## src/rtl/song_seq_pkg.sv

```systemverilog
// Shared types and constants for the song sequencer.
package song_seq_pkg;

  typedef enum logic [1:0] {
    SEQ        = 2'd0,
    LOOP_ALL   = 2'd1,
    REPEAT_ONE = 2'd2,
    SHUFFLE    = 2'd3
  } play_mode_e;

  typedef enum logic [1:0] {
    ARMED  = 2'd0,
    HOLD   = 2'd1,
    REPEAT = 2'd2
  } btn_state_e;

  // 16-bit Fibonacci LFSR, taps 16,14,13,11 -> bits 15,13,12,10
  localparam logic [15:0] LFSR_SEED = 16'hACE1;
  localparam logic [15:0] LFSR_TAPS = 16'hB400;

  // Song index width: max(1, clog2(n))
  function automatic int unsigned idx_width(input int unsigned n);
    return (n > 2) ? $clog2(n) : 1;
  endfunction

endpackage

```

## src/rtl/song_btn_repeat.sv

```systemverilog
// Button step generator: first step on press, auto-repeat after a hold delay,
// re-armed on release. step_valid/step_dir are combinational so the index
// updates on the same edge that samples the button.
module song_btn_repeat
  import song_seq_pkg::*;
#(
  parameter int unsigned HOLD_DELAY    = 1000000,
  parameter int unsigned REPEAT_PERIOD = 250000
) (
  input  logic       MP3_SCLK,
  input  logic       RESET,
  input  logic [1:0] req,         // {next, last}
  output logic       step_valid,
  output logic       step_dir     // 1: +1, 0: -1
);

  localparam int unsigned CNT_MAX = (HOLD_DELAY > REPEAT_PERIOD) ? HOLD_DELAY : REPEAT_PERIOD;
  localparam int unsigned CNT_W   = (CNT_MAX > 1) ? $clog2(CNT_MAX) : 1;
  localparam logic [CNT_W-1:0] HOLD_LAST = CNT_W'(HOLD_DELAY - 1);
  localparam logic [CNT_W-1:0] REP_LAST  = CNT_W'(REPEAT_PERIOD - 1);

  btn_state_e       state_q, state_d;
  logic [CNT_W-1:0] cnt_q, cnt_d;
  logic             go_next, go_last, active, idle;

  assign go_next = (req == 2'b10);
  assign go_last = (req == 2'b01);
  assign active  = go_next | go_last;
  assign idle    = (req == 2'b00);

  // State and counter registers
  always_ff @(posedge MP3_SCLK) begin
    if (RESET) begin
      state_q <= ARMED;
      cnt_q   <= '0;
    end else begin
      state_q <= state_d;
      cnt_q   <= cnt_d;
    end
  end

  // Next-state and step decode; both buttons held freezes state and counter
  always_comb begin
    state_d    = state_q;
    cnt_d      = cnt_q;
    step_valid = 1'b0;
    step_dir   = go_next;
    case (state_q)
      ARMED: begin
        if (active) begin
          step_valid = 1'b1;
          cnt_d      = '0;
          state_d    = HOLD;
        end
      end
      HOLD: begin
        if (idle) begin
          cnt_d   = '0;
          state_d = ARMED;
        end else if (active) begin
          if (cnt_q == HOLD_LAST) begin
            step_valid = 1'b1;
            cnt_d      = '0;
            state_d    = REPEAT;
          end else begin
            cnt_d = cnt_q + CNT_W'(1);
          end
        end
      end
      REPEAT: begin
        if (idle) begin
          cnt_d   = '0;
          state_d = ARMED;
        end else if (active) begin
          if (cnt_q == REP_LAST) begin
            step_valid = 1'b1;
            cnt_d      = '0;
          end else begin
            cnt_d = cnt_q + CNT_W'(1);
          end
        end
      end
      default: begin
        cnt_d   = '0;
        state_d = ARMED;
      end
    endcase
  end

endmodule

```

## src/rtl/song_sequencer.sv

```systemverilog
// Song index / play-mode controller for the MP3 path.
// Optional shuffle mode: define SONG_SEQUENCER_SHUFFLE_EN.
module song_sequencer
  import song_seq_pkg::*;
#(
  parameter int unsigned SONG_NUM      = 3,
  parameter int unsigned HOLD_DELAY    = 1000000,
  parameter int unsigned REPEAT_PERIOD = 250000
) (
  input  logic                              MP3_SCLK,
  input  logic                              RESET,
  input  logic                              MP3_LASTSONG,
  input  logic                              MP3_NEXTSONG,
  input  logic                              MP3_MODE,
  input  logic                              MP3_SONG_END,
  output logic [idx_width(SONG_NUM)-1:0]    SongNow,
  output logic [1:0]                        PlayMode,
  output logic                              SongChanged,
  output logic                              Stopped
);

  localparam int unsigned SONG_W = idx_width(SONG_NUM);
  localparam int unsigned SUM_W  = SONG_W + 1;
  localparam logic [SUM_W-1:0] LAST_IDX = SUM_W'(SONG_NUM - 1);
  localparam logic [SUM_W-1:0] NUM_W    = SUM_W'(SONG_NUM);

`ifdef SONG_SEQUENCER_SHUFFLE_EN
  localparam logic [1:0] MODE_LAST = 2'd3;
`else
  localparam logic [1:0] MODE_LAST = 2'd2;
`endif

  logic [SONG_W-1:0] song_q;
  logic [SUM_W-1:0]  song_d;
  play_mode_e        mode_q, mode_d;
  logic              changed_q, changed_d;
  logic              stopped_q, stopped_d;
  logic              mode_in_q;
  logic              mode_edge;
  logic              step_valid, step_dir;
  logic [SUM_W-1:0]  cur_w, inc_w, dec_w, shuf_w;

  song_btn_repeat #(
    .HOLD_DELAY    (HOLD_DELAY),
    .REPEAT_PERIOD (REPEAT_PERIOD)
  ) u_btn (
    .MP3_SCLK   (MP3_SCLK),
    .RESET      (RESET),
    .req        ({MP3_NEXTSONG, MP3_LASTSONG}),
    .step_valid (step_valid),
    .step_dir   (step_dir)
  );

  assign mode_edge = MP3_MODE & ~mode_in_q;

  // Wrapping neighbours of the current index, computed one bit wider
  assign cur_w = SUM_W'(song_q);
  assign inc_w = (cur_w == LAST_IDX) ? '0 : cur_w + SUM_W'(1);
  assign dec_w = (cur_w == '0) ? LAST_IDX : cur_w - SUM_W'(1);

`ifdef SONG_SEQUENCER_SHUFFLE_EN
  logic [15:0]      lfsr_q;
  logic [15:0]      lfsr_off;
  logic [SUM_W-1:0] shuf_sum;

  // Free-running pseudo-random source, reseeded on reset
  always_ff @(posedge MP3_SCLK) begin
    if (RESET) lfsr_q <= LFSR_SEED;
    else       lfsr_q <= {lfsr_q[14:0], ^(lfsr_q & LFSR_TAPS)};
  end

  // Offset in 1..SONG_NUM-1 from the current song, so it never repeats
  assign lfsr_off = lfsr_q % 16'(SONG_NUM - 1);
  assign shuf_sum = cur_w + SUM_W'(1) + SUM_W'(lfsr_off);
  assign shuf_w   = (shuf_sum >= NUM_W) ? shuf_sum - NUM_W : shuf_sum;
`else
  // Without shuffle, mode 3 is unreachable and behaves like LOOP_ALL
  assign shuf_w = inc_w;
`endif

  // Output and control registers
  always_ff @(posedge MP3_SCLK) begin
    if (RESET) begin
      song_q    <= '0;
      mode_q    <= SEQ;
      changed_q <= 1'b0;
      stopped_q <= 1'b0;
      mode_in_q <= 1'b0;
    end else begin
      song_q    <= SONG_W'(song_d);
      mode_q    <= mode_d;
      changed_q <= changed_d;
      stopped_q <= stopped_d;
      mode_in_q <= MP3_MODE;
    end
  end

  // Event arbitration: manual step beats song end; mode edge applies alongside
  always_comb begin
    song_d    = cur_w;
    mode_d    = mode_q;
    changed_d = 1'b0;
    stopped_d = stopped_q;
    if (step_valid) begin
      if (step_dir) song_d = (mode_q == SHUFFLE) ? shuf_w : inc_w;
      else          song_d = dec_w;
      changed_d = 1'b1;
      stopped_d = 1'b0;
    end else if (MP3_SONG_END && !stopped_q) begin
      case (mode_q)
        SEQ: begin
          if (cur_w == LAST_IDX) begin
            stopped_d = 1'b1;
          end else begin
            song_d    = inc_w;
            changed_d = 1'b1;
          end
        end
        LOOP_ALL: begin
          song_d    = inc_w;
          changed_d = 1'b1;
        end
        REPEAT_ONE: begin
          changed_d = 1'b1;
        end
        default: begin
          song_d    = shuf_w;
          changed_d = 1'b1;
        end
      endcase
    end
    if (mode_edge) begin
      mode_d    = (mode_q >= MODE_LAST) ? SEQ : play_mode_e'(mode_q + 2'd1);
      stopped_d = 1'b0;
    end
  end

  assign SongNow     = song_q;
  assign PlayMode    = mode_q;
  assign SongChanged = changed_q;
  assign Stopped     = stopped_q;

endmodule

```

## config.mk

```make
export PLATFORM = sky130hd
export DESIGN_NAME = song_sequencer
export DESIGN_NICKNAME = d
export VERILOG_FILES = /design/src/rtl/song_seq_pkg.sv /design/src/rtl/song_btn_repeat.sv /design/src/rtl/song_sequencer.sv
export SDC_FILE = /design/constraint.sdc
export NUM_CORES = 1
export LEC_CHECK = 0
export BUFFER_PORTS_ARGS = -buffer_cell sky130_fd_sc_hd__buf_2
export CAP_MARGIN = 20
export CORE_MARGIN = 10
export CORE_UTILIZATION = 54
export DETAILED_ROUTE_END_ITERATION = 12
export PLACE_DENSITY = 0.77
export SETUP_SLACK_MARGIN = 0.2
export SLEW_MARGIN = 0
export SYNTH_ARGS = -nofsm -noshare
export SYNTH_HDL_FRONTEND = slang
export SYNTH_SLANG_ARGS = --single-unit
```

## constraint.sdc

```tcl
create_clock -name MP3_SCLK -period 3.1 [get_ports MP3_SCLK]
set_clock_uncertainty 0.05 [all_clocks]
set_input_delay 0.31 -clock MP3_SCLK [delete_from_list [all_inputs] [get_ports MP3_SCLK]]
set_output_delay 0.31 -clock MP3_SCLK [all_outputs]
set_load 0.02 [all_outputs]
```

==> impl_results.md <==
* Vias in the first global route at 1377
* # setup viols final at 0
* Avg WL per Cell at 14.4 microns
* CTS resizes at 0
* Peak supply drop at 311 uV
* Seq/Total Area, Yosys at 34.9%
* Initial Utilization at a little under three fifths
* Tcrit/Tclk final at 73.1%
* Leakage power at 0.628 nW
* Final Max Slew Viols at 0
* Drc violations at 0
* Slowest stage cell, crit path: o2111ai_1
* F_max at approximately 0.44 GHz
* Rows at 20
* Die Area at approximately 5700 sq um
* Footprint of the multi-input gates at a little over 1000 sq um
* Setup crit start: u_btn.state_q[0]
* Global-route usage over all layers at 13.3%
* Worst path arrival time at 2440 ps
* Routability Congestion at 0.887
* Final min period at 2260 ps
* Syn Nets at 205
* Final WL at 3.44 mm
* Delay-heaviest family, CP: compound AO/OA/AOI/OAI gates
* RSZ-0062 raised after global routing: no
* CTS tree: done
* Commonest non-fill, non-tap cell in the layout: dfxtp_1
* Clock Latency Late Sink at 330 ps
* Total grt overflow at 0
* Mapped cell area at 1670 sq um
* DRT iter0 DRCs at 64
* Slew HR at between 30% and 40%
* Initial antenna violation count at 0
* Area Overhead vs Synth at 8.19%
* DRT Pass-1 Iters at 4
* Status: complete, no violations
* Largest net degree at the start of global routing at 19
* Avg Inst Size Synth at 8.81 sq um
* Setup repair bufs after CTS at 0
* Fin. Hold Viols at 0
* I/O Buffers at 11
* Worst-path cell chain: inv_1, ha_1, o21bai_1, o2111ai_1, nor4_1, xnor2_1, nor2_2
* Share of cells above drive strength 1 at 19.4%
* Worst setup EP type: flop
* Inserted Clock Buffers at 5
* Most frequent cells in the layout: 29 x dfxtp_1, 18 x nor2_1, 16 x xnor2_1
* DP Area at between 1500 and 2000 sq um
* Final setup TNS at 0 ps
* Clk sink count at 29
* Worst-Margin Slew at 901 ps
* Die Width at 75.5 microns
* Crit-path max cell delay at 460 ps
* FF+latch count, synth at 29
* RR Startpoint: u_btn.state_q[0]
* Worst Path Max Fanout at 11
* H-tree Lvls at 2
* Max-cap violations at 0
* I/O pins at 12
* Clk slew on worst S/H paths at roughly 90 ps
* Startpoint Class: flop
* Final Cell Area at ~1800 sq um
* Required time of the critical path at 3270 ps
* Root Driver: clkbuf_4
* Vias at 1383
* Cts hold-fix bufs at 0
* Critical path type: reg2reg
* Distinct cells, synth at 47
* Syn. warnings at 0
* Clock buffer depth at 2
* First-pass GRT wire length at slightly below 6 mm
* DP HPWL at 2.63 mm
* Via-per-instance ratio at 5.79
* Nets@finish at between 200 and 250
* Core area at 3000 sq um
* Hold WC Path Type: in2reg
* Buf/Inv on CP at 1
* Antenna Nets Post-Route at 0
* Chip Height at 75.5 microns
* # fillers at 294
* Hold path startpoint: MP3_MODE
* Mapped Cells at around 190
* Diode count at 0
* Reg area at 581 sq um
* Pwr Density at 429 nW/um^2
==> cells by family (layout without fill, tap and decap cells) <==
family                     Yosys count  after routing  share of synthesized area (%)
and+or+nand+nor                     88             88                           30.4
xor gates and xnor gates            18             18                           9.47
DFF                                 29             29                           34.9
adders and majority gates           10             10                           7.51
AOI/OAI and AO/OA                   24             24                           11.3
buffers and inverters               16             33                           4.06
muxes                                4              4                           2.40
==> through the flow <==
step           hold slack (ps)  power (mW)  std cells  utilization, %  worst slack [ps]
6_report                   168       0.773        239            60.0               835
5_1_grt                    161       0.820        239            60.0               583
4_1_cts                    156       0.783        239            60.0               821
3_5_place_dp               465       0.565        231            58.3               840
3_3_place_gp               446       0.554        231            58.3               914
2_1_floorplan              388       0.525        189               -              1040
==> state kept, by name, summed over array words and instances, names as in the netlist <==
register,count
mode_in_q,1
PlayMode,2
Stopped,1
u_btn.state_q,2
SongNow,2
SongChanged,1
u_btn.cnt_q,20
==> power breakdown <==
part / total (mW) / internal, mW / switching (mW)
logic: 0.160 / 0.0603 / 0.0999
registers: 0.396 / 0.385 / 0.0110
clock network: 0.216 / 0.0862 / 0.130
==> worst paths after layout <==
check	endpoint	slack [ps]	cells past startpoint
max reg2reg	u_btn.cnt_q[19]	840	7
min	mode_in_q	170	2
max	u_btn.cnt_q[19]	840	7
min reg2reg	PlayMode[1]	480	2
==> synthesized netlist by cell type (all sizes together) <==
cell     number  area, sq um
or3           3         20.0
nand4         5         31.3
or4           2         18.8
nand4b        1         8.76
a31o          1         8.76
o21a          1         7.51
buf           1         11.3
nor4         10         62.6
a21oi         6         33.8
inv          13         48.8
a31oi         3         18.8
ha           10          125
nor2         28          130
xor2          2         17.5
xnor2        16          140
and3          2         13.8
o211ai        2         15.0
o2111ai       1         8.76
mux2i         4         40.0
nor3b         1         7.51
or4b          1         10.0
a22o          1         8.76
dfxtp        29          581
nor2b         4         25.0
a311oi        2         35.0
nand3         2         15.0
a221oi        2         17.5
or3b          3         26.3
nand3b        1         7.51
o21bai        1         7.51
and2          1         6.26
o21ai         2         10.0
nor3          9         56.3
nand2b        4         25.0
a32o          1         10.0
a21o          1         7.51
clkbuf        2         7.51
nand2        11         41.3
==> layout make-up <==
class,count,area share (%)
repair buffers,12,3.47
inverters,13,2.71
well taps,33,2.29
flip-flops and latches,29,32.2
multi-input cells,144,56.5
clock buffers,6,2.29
clock inverters,2,0.556
==> per-layer routing <==
| metal | vias up | part of all wire, % | global-route usage (%) |
|---|---|---|---|
| li1 | 698 | - | - |
| met1 | 650 | 45 | 14.1 |
| met2 | 27 | 47 | 22.9 |
| met3 | 8 | 5.0 | 4.69 |
| met4 | 0 | 2.7 | 7.01 |
| met5 | - | 0 | 0 |
Note: power is estimated with default switching activity, not from simulation.
